$ cat config.mk
export PLATFORM = sky130hd
export DESIGN_NAME = imm_gen_pipe
export DESIGN_NICKNAME = d
export VERILOG_FILES = /design/src/rtl/imm_pkg.sv /design/src/rtl/imm_decode_comb.sv /design/src/rtl/imm_gen_pipe.sv
export SDC_FILE = /design/constraint.sdc
export NUM_CORES = 1
export LEC_CHECK = 0
export CAP_MARGIN = 20
export CORE_MARGIN = 4
export CORE_UTILIZATION = 35
export DETAILED_ROUTE_END_ITERATION = 8
export GPL_ROUTABILITY_DRIVEN = 0
export PLACE_DENSITY = 0.71
export SLEW_MARGIN = 40
export SYNTH_ARGS = -nofsm -noshare
export SYNTH_HDL_FRONTEND = slang
export SYNTH_SLANG_ARGS = --single-unit
$ cat constraint.sdc
create_clock -name clk -period 12.29 [get_ports clk]
set_input_delay 1.229 -clock clk [delete_from_list [all_inputs] [get_ports clk]]
set_output_delay 1.229 -clock clk [all_outputs]
set_load 0.05 [all_outputs]
$ cat src/rtl/imm_pkg.sv
// Shared opcode constants and immediate-format encoding for the decode-stage
// immediate generator.
package imm_pkg;

  localparam logic [6:0] OP_IMM    = 7'b0010011;
  localparam logic [6:0] OP_LOAD   = 7'b0000011;
  localparam logic [6:0] OP_JALR   = 7'b1100111;
  localparam logic [6:0] OP_FENCE  = 7'b0001111;
  localparam logic [6:0] OP_SYSTEM = 7'b1110011;
  localparam logic [6:0] OP_STORE  = 7'b0100011;
  localparam logic [6:0] OP_BRANCH = 7'b1100011;
  localparam logic [6:0] OP_LUI    = 7'b0110111;
  localparam logic [6:0] OP_AUIPC  = 7'b0010111;
  localparam logic [6:0] OP_JAL    = 7'b1101111;
  localparam logic [6:0] OP_REG    = 7'b0110011;

  typedef enum logic [2:0] {
    FMT_NONE = 3'd0,
    FMT_I    = 3'd1,
    FMT_S    = 3'd2,
    FMT_B    = 3'd3,
    FMT_U    = 3'd4,
    FMT_J    = 3'd5
  } fmt_e;

endpackage

$ cat src/rtl/imm_decode_comb.sv
// Combinational RV32I immediate decoder: extracts and sign-extends the
// immediate to XLEN and classifies the opcode.
module imm_decode_comb
  import imm_pkg::*;
#(
  parameter int unsigned XLEN = 32
) (
  input  logic [31:0]     instr,
  output logic [XLEN-1:0] imm,
  output fmt_e            fmt,
  output logic            illegal
);

  logic [6:0] opcode;
  assign opcode = instr[6:0];

  always_comb begin
    imm     = '0;
    fmt     = FMT_NONE;
    illegal = 1'b0;
    unique case (opcode)
      OP_IMM, OP_LOAD, OP_JALR, OP_FENCE, OP_SYSTEM: begin
        imm = XLEN'($signed(instr[31:20]));
        fmt = FMT_I;
      end
      OP_STORE: begin
        imm = XLEN'($signed({instr[31:25], instr[11:7]}));
        fmt = FMT_S;
      end
      OP_BRANCH: begin
        imm = XLEN'($signed({instr[31], instr[7], instr[30:25], instr[11:8], 1'b0}));
        fmt = FMT_B;
      end
      OP_LUI, OP_AUIPC: begin
        imm = XLEN'($signed({instr[31:12], 12'b0}));
        fmt = FMT_U;
      end
      OP_JAL: begin
        imm = XLEN'($signed({instr[31], instr[19:12], instr[20], instr[30:21], 1'b0}));
        fmt = FMT_J;
      end
      OP_REG: ;
      default: illegal = 1'b1;
    endcase
  end

endmodule

$ cat src/rtl/imm_gen_pipe.sv
// Registered immediate generator with a valid/ready handshake and a one-entry
// skid register behind the output stage, so in_ready never depends on out_ready.
module imm_gen_pipe
  import imm_pkg::*;
#(
  parameter int unsigned XLEN  = 32,
  parameter int unsigned TAG_W = 32
) (
  input  logic             clk,
  input  logic             rst,
  input  logic             flush,
  input  logic             in_valid,
  output logic             in_ready,
  input  logic [31:0]      in_instr,
  input  logic [TAG_W-1:0] in_tag,
  output logic             out_valid,
  input  logic             out_ready,
  output logic [XLEN-1:0]  out_imm,
  output fmt_e             out_fmt,
  output logic             out_illegal,
  output logic [TAG_W-1:0] out_tag
);

  logic [XLEN-1:0] dec_imm;
  fmt_e            dec_fmt;
  logic            dec_illegal;

  imm_decode_comb #(
    .XLEN(XLEN)
  ) u_decode (
    .instr  (in_instr),
    .imm    (dec_imm),
    .fmt    (dec_fmt),
    .illegal(dec_illegal)
  );

  logic             out_valid_q, out_valid_d;
  logic [XLEN-1:0]  out_imm_q, out_imm_d;
  fmt_e             out_fmt_q, out_fmt_d;
  logic             out_ill_q, out_ill_d;
  logic [TAG_W-1:0] out_tag_q, out_tag_d;

  logic             skid_valid_q, skid_valid_d;
  logic [XLEN-1:0]  skid_imm_q, skid_imm_d;
  fmt_e             skid_fmt_q, skid_fmt_d;
  logic             skid_ill_q, skid_ill_d;
  logic [TAG_W-1:0] skid_tag_q, skid_tag_d;

  logic accept;
  logic load_out;

  assign in_ready = !skid_valid_q;
  assign accept   = in_valid && in_ready;
  assign load_out = !out_valid_q || out_ready;

  always_comb begin
    out_valid_d  = out_valid_q;
    out_imm_d    = out_imm_q;
    out_fmt_d    = out_fmt_q;
    out_ill_d    = out_ill_q;
    out_tag_d    = out_tag_q;
    skid_valid_d = skid_valid_q;
    skid_imm_d   = skid_imm_q;
    skid_fmt_d   = skid_fmt_q;
    skid_ill_d   = skid_ill_q;
    skid_tag_d   = skid_tag_q;

    if (load_out) begin
      // A full skid blocks new input, so it is always the older entry here.
      if (skid_valid_q) begin
        out_valid_d  = 1'b1;
        out_imm_d    = skid_imm_q;
        out_fmt_d    = skid_fmt_q;
        out_ill_d    = skid_ill_q;
        out_tag_d    = skid_tag_q;
        skid_valid_d = 1'b0;
      end else if (accept) begin
        out_valid_d = 1'b1;
        out_imm_d   = dec_imm;
        out_fmt_d   = dec_fmt;
        out_ill_d   = dec_illegal;
        out_tag_d   = in_tag;
      end else begin
        out_valid_d = 1'b0;
      end
    end else if (accept) begin
      skid_valid_d = 1'b1;
      skid_imm_d   = dec_imm;
      skid_fmt_d   = dec_fmt;
      skid_ill_d   = dec_illegal;
      skid_tag_d   = in_tag;
    end

    if (flush) begin
      out_valid_d  = 1'b0;
      skid_valid_d = 1'b0;
    end
  end

  always_ff @(posedge clk) begin
    if (rst) begin
      out_valid_q  <= 1'b0;
      out_imm_q    <= '0;
      out_fmt_q    <= FMT_NONE;
      out_ill_q    <= 1'b0;
      out_tag_q    <= '0;
      skid_valid_q <= 1'b0;
    end else begin
      out_valid_q  <= out_valid_d;
      out_imm_q    <= out_imm_d;
      out_fmt_q    <= out_fmt_d;
      out_ill_q    <= out_ill_d;
      out_tag_q    <= out_tag_d;
      skid_valid_q <= skid_valid_d;
    end
  end

  always_ff @(posedge clk) begin
    skid_imm_q <= skid_imm_d;
    skid_fmt_q <= skid_fmt_d;
    skid_ill_q <= skid_ill_d;
    skid_tag_q <= skid_tag_d;
  end

  assign out_valid   = out_valid_q;
  assign out_imm     = out_imm_q;
  assign out_fmt     = out_fmt_q;
  assign out_illegal = out_ill_q;
  assign out_tag     = out_tag_q;

endmodule

# Word level (Yosys, flattened, before mapping)
# Cells that the tools add are included.
dict set report word_totals {
  inputBits 69
  regBits 138
  out_inout_bits 70
}
dict set report classes {
  n_eq_ne 11
  reduce_logical 12
  mux 13
  n_bitwise 1
}
# operator n
set ops {}
lappend ops {{$pmux W32 S5} 1}
lappend ops {{$mux W32} 4}
lappend ops {{$eq A7 B7 Y1 const B} 4}
lappend ops {{$eq A7 B6 Y1 const B} 3}
lappend ops {{$pmux W3 S5} 1}
lappend ops {{$eq A7 B5 Y1 const B} 2}
lappend ops {{$reduce_or A11 Y1} 1}
lappend ops {{$eq A7 B2 Y1 const B} 1}
lappend ops {{$eq A7 B4 Y1 const B} 1}
lappend ops {{$mux W3} 2}
lappend ops {{$mux W1} 5}
lappend ops {{$reduce_or A5 Y1} 1}
lappend ops {{$reduce_and A2 Y1} 2}
lappend ops {{$reduce_or A2 Y1} 2}
lappend ops {{$reduce_or A3 Y1} 1}
lappend ops {{$logic_not A1 Y1} 2}
lappend ops {{$reduce_bool A2 Y1} 1}
lappend ops {{$logic_and A1 B1 Y1} 1}
lappend ops {{$logic_or A1 B1 Y1} 1}
lappend ops {{$not A1 Y1} 1}

# Logic depth before layout (Yosys ltp)
dict set report logic_depth {
  ltp_word 5
  mapped_depth 7
  depth_no_buf 5
}

# Modules after synthesis
# Synthesis repeated with hierarchy kept, for this count alone.
dict set report unflattened {
  cells_unflattened 486
  hier_area_um2 6008.3
}
# mod cells_each instances area_per_inst_um2
set by_module_without_submodules {}
lappend by_module_without_submodules {imm_gen_pipe 390 1 5308.8}
lappend by_module_without_submodules {imm_decode_comb 96 1 699.4}

# Worst setup path before layout
# OpenSTA, ideal clock, no wires.
dict set report synth_path {
  path_type {input port to flip-flop}
  startpoint {in out_ready}
  endpoint {reg skid_fmt_q[0] (enable)}
  t_required_ns 11.698
  setup_ns 0.592
  arrival_time_ns 6.451
  path_slack_ns 5.247
  cell_stages 2
  path_cell_list {nand2b_1 -> nor3b_1}
}
dict set report synth_via {
  elab_chain_len 3
}
# element line
set synth_lines {}
lappend synth_lines {{start: declaration} imm_gen_pipe.sv:17} ;# input logic out_ready,
lappend synth_lines {{$logic_or A1 B1 Y1} imm_gen_pipe.sv:54} ;# assign load_out = !out_valid_q || out_ready;
lappend synth_lines {{$not A1 Y1 (no source line)} -}
lappend synth_lines {{$reduce_and A2 Y1 (no source line)} -}
lappend synth_lines {{end signal: assignment} imm_gen_pipe.sv:120} ;# skid_fmt_q <= skid_fmt_d;
lappend synth_lines {{end: declaration} imm_gen_pipe.sv:45} ;# fmt_e skid_fmt_q, skid_fmt_d;
# No other way between the ends.
# A chain may end at the register's enable or synchronous reset.

# Final worst setup path
dict set report layout_path {
  startpoint {reg skid_valid_q}
  endpoint {out in_ready}
}
dict set report layout_via {
  elab_chain_len 1
}
# element line
set layout_lines {}
lappend layout_lines {{start: declaration} imm_gen_pipe.sv:43} ;# logic skid_valid_q, skid_valid_d;
lappend layout_lines {{start signal: assignment} imm_gen_pipe.sv:114} ;# skid_valid_q <= skid_valid_d;
lappend layout_lines {{$logic_not A1 Y1} imm_gen_pipe.sv:52} ;# assign in_ready = !skid_valid_q;
lappend layout_lines {{end: declaration} imm_gen_pipe.sv:13} ;# output logic in_ready,
# No other way between the ends.

==> results.yml <==
status:
  status: "finished clean"
synthesis:
  syn-cell-area_mm2: 0.005862
  synthArstFlopShare_pct: 0
  ys.warnings.count: 0
  synth_area_leader_cell: "sky130_fd_sc_hd__edfxtp_1"
  yosys.area.top_type_share_pct: 34.83
  post_synth_num_cell_types: 50
  synth-main-ff-cell: "sky130_fd_sc_hd__dfxtp_1"
  number_of_cells_produced_by_synthesis: 526
  ys_ff_latch: 138
  syn_nets: 595
  synth.area.top_cells: "sky130_fd_sc_hd__edfxtp_1 35%, sky130_fd_sc_hd__dfxtp_1 24%, sky130_fd_sc_hd__mux2i_1 5.8%"
  ys_seq_area_share_pct: 58.74
  syn-mean-instance-area_um2: 11.14
  synth_enable_flop_cells: 68
timing:
  holdWs_ns: 0.4776
  rsz0062_at_grt: "false"
  final.setup_skew_ns: 0.007188
  final.period_utilization_pct: 31.35
  timing.final.max_slew_violations: 0
  hold_viol: 0
  max_freq_mhz: 259.5
  fin_crit_ns: 3.853
  worst-slew-pin-transition_ns: 0.7909
  setup_viol: 0
  timing.slew.headroom_pct: 47.27
  fin_setup_tns_ns: 0
grt:
  grt_first_pass_wirelength_um: 23790
  grt_overflow: 0
  grt_use_total_pct: 16.35
  grt_start_max_net_pins: 69
  grt_antenna_before_repair: 0
  vias_in_the_first_global_route: 4598
power_and_ir_drop:
  power_per_cell_area_mw_per_mm2: 143.8
  power.static_leakage_uw: 0.002819
  power.ir.vdd_worst_v: 0.00009790
  power_uw: 1141
place:
  port_buffers: 138
  dpl_cell_area_mm2: 0.007378
  place.detailed.hpwl_um: 10210
route:
  topRoutingLayerUsed: "met4"
  antenna_left: 0
  viasPerCell: 5.285
  route.met2.wl_um: 7498
  dr_total_vias: 4651
  drc: 0
  routed_wirelength_um: 15220
  dr_wl_met3_um: 1071
  drt_iter0_markers: 292
  routed_wire_length_per_instance_um: 17.29
  first_pass_iters: 5
  m1WireLength_um: 6406
critical_path:
  critical_path.top_delay_family: "buffers and inverters"
  regToRegSetupSlack_ns: 9.87
  worst_ep_required_time_ns: 11.06
  slowest_delay_ns: 0.82
  path_cells: "buf_4 -> inv_2 -> clkdlybuf4s50_1"
  timing.critical_path.slowest_stage_cell: "sky130_fd_sc_hd__clkdlybuf4s50_1"
  cp_max_fo: 50
  timing.setup.critical_path_class: "reg2out"
  critical_path.endpoint_type: "output pin"
  critPathArrivalTime_ns: 2.62
  launching_element_type_of_the_critical_path: "flop"
  buffers_inverters_on_critical_path: 3
cts:
  htreeDepth: 4
  postCtsHoldBufs: 0
  cts.path.max_buffers: 2
  clock_latency_ns: 0.42
  numCtsBuffers: 17
  cts_tree: "built"
  cts_root_buf: "sky130_fd_sc_hd__clkbuf_16"
  sink_count_of_the_clock_tree: 138
  clk_pin_slew_worst_paths_ns: 0.06
  post_cts.resized_instances: 0
  setup_bufs_post_cts: 0
floorplan:
  std_cell_rows: 47
  io-pin-count: 139
  floorplan.die.width_um: 137.4
  die-area_mm2: 0.01888
  initial_core_util_pct: 35.47
  core-area_mm2: 0.01652
  die_height_um: 137.4
min_path:
  min-delay-path-class: "reg2reg"
finish:
  multiInputGateArea_mm2: 0.002216
  final_core_util_pct: 48.04
  sequential_cell_area_mm2: 0.003445
  post-route-cell-area_mm2: 0.007938
  layout-drive-gt1-share_pct: 9.242
  antenna-diode-count: 0
  finish.net_count: 716
  area_grow_syn2layout_pct: 35.41
  final.fill_count: 1507
job:
  drv_cap: 0
[synth_stat cells, types with 4 or more instances]
library cell and count:
sky130_fd_sc_hd__clkbuf_1 27, sky130_fd_sc_hd__inv_1 5, sky130_fd_sc_hd__nor2_1 49, sky130_fd_sc_hd__a21o_1 10
sky130_fd_sc_hd__dfxtp_1 70, sky130_fd_sc_hd__a21boi_0 8, sky130_fd_sc_hd__edfxtp_1 68, sky130_fd_sc_hd__a211oi_1 36
sky130_fd_sc_hd__mux2i_1 34, sky130_fd_sc_hd__nand3_1 4, sky130_fd_sc_hd__a211oi_2 10, sky130_fd_sc_hd__or3_1 16
sky130_fd_sc_hd__a221oi_1 16, sky130_fd_sc_hd__o21ai_0 39, sky130_fd_sc_hd__buf_2 9, sky130_fd_sc_hd__and2_1 8
sky130_fd_sc_hd__a21oi_1 12, sky130_fd_sc_hd__a311oi_1 4, sky130_fd_sc_hd__nand2_1 53
[worst paths after layout]
| kind | start | to | depth (start not counted) |
|---|---|---|---|
| worst min register to register | out_illegal$_SDFFE_PP0P_ | out_illegal$_SDFFE_PP0P_ | 2 |
| worst max-delay path | skid_valid_q$_SDFFE_PP0P_ | in_ready | 3 |
| worst min-delay path | out_illegal$_SDFFE_PP0P_ | out_illegal$_SDFFE_PP0P_ | 2 |
| worst max register to register | skid_valid_q$_SDFFE_PP0P_ | out_imm[6]$_SDFFE_PP0P_ | 6 |
[placed cells by master (no fill, tap or decap), types with 12 or more instances in the layout]
cell type / n
sky130_fd_sc_hd__edfxtp_1: 68
sky130_fd_sc_hd__nor2_1: 48
sky130_fd_sc_hd__or3_1: 16
sky130_fd_sc_hd__a211oi_1: 36
sky130_fd_sc_hd__dfxtp_1: 69
sky130_fd_sc_hd__nand2_1: 53
sky130_fd_sc_hd__mux2i_1: 34
sky130_fd_sc_hd__a21oi_1: 12
sky130_fd_sc_hd__clkdlybuf4s50_1: 137
sky130_fd_sc_hd__a221oi_1: 16
sky130_fd_sc_hd__o21ai_0: 38
sky130_fd_sc_hd__clkbuf_16: 17
[through the flow]
stage	setup WS, ns	cells
floorplan	5.247	526
global placement	8.588	846
detailed placement	8.551	847
CTS	8.386	879
global route	8.305	880
finish	8.437	880
[layout make-up]
cell class / count / share of cell area [%]
inverter: 5 / 0.2364
timing repair buffer: 144 / 18.08
tap: 220 / 3.468
sequential: 138 / 43.40
clock inverter: 12 / 1.277
multi-input combinational: 341 / 27.92
clock buffer: 20 / 5.627
[worst reg2reg max path: cells and delay by family (launching register included)]
kind	cells	cell delay (ns)
AND/OR/NAND/NOR	2	0.34
AO/OA/AOI/OAI	2	0.85
buffers and inverters	2	0.86
flip-flops	1	0.31
[sequential cells by signal, indices dropped and copies added (netlist names), 3 cells and up]
| register | flops |
|---|---|
| skid_tag_q | 32 |
| skid_fmt_q | 3 |
| skid_imm_q | 32 |
| out_imm | 32 |
| out_fmt | 3 |
| out_tag | 32 |
[routing by layer]
layer	vias up	global-route usage, %
met3	20	5.113
met1	2227	19.86
met2	191	27.71
met4	0	5.044
li1	2213	-
met5	-	0
[where the power goes]
part           internal (uW)  switching, uW
registers                498           7.98
clock network            281            191
logic                   61.6            102
[logic make-up after synthesis]
| logic type | synth area share [%] |
|---|---|
| muxes | 5.806 |
| buffers and inverters | 3.778 |
| DFF | 58.74 |
| xor gates and xnor gates | 0.1494 |
| AOI/OAI and AO/OA | 18.91 |
| and+or+nand+nor | 12.62 |
No activity file was read; power rests on OpenSTA's default activity.
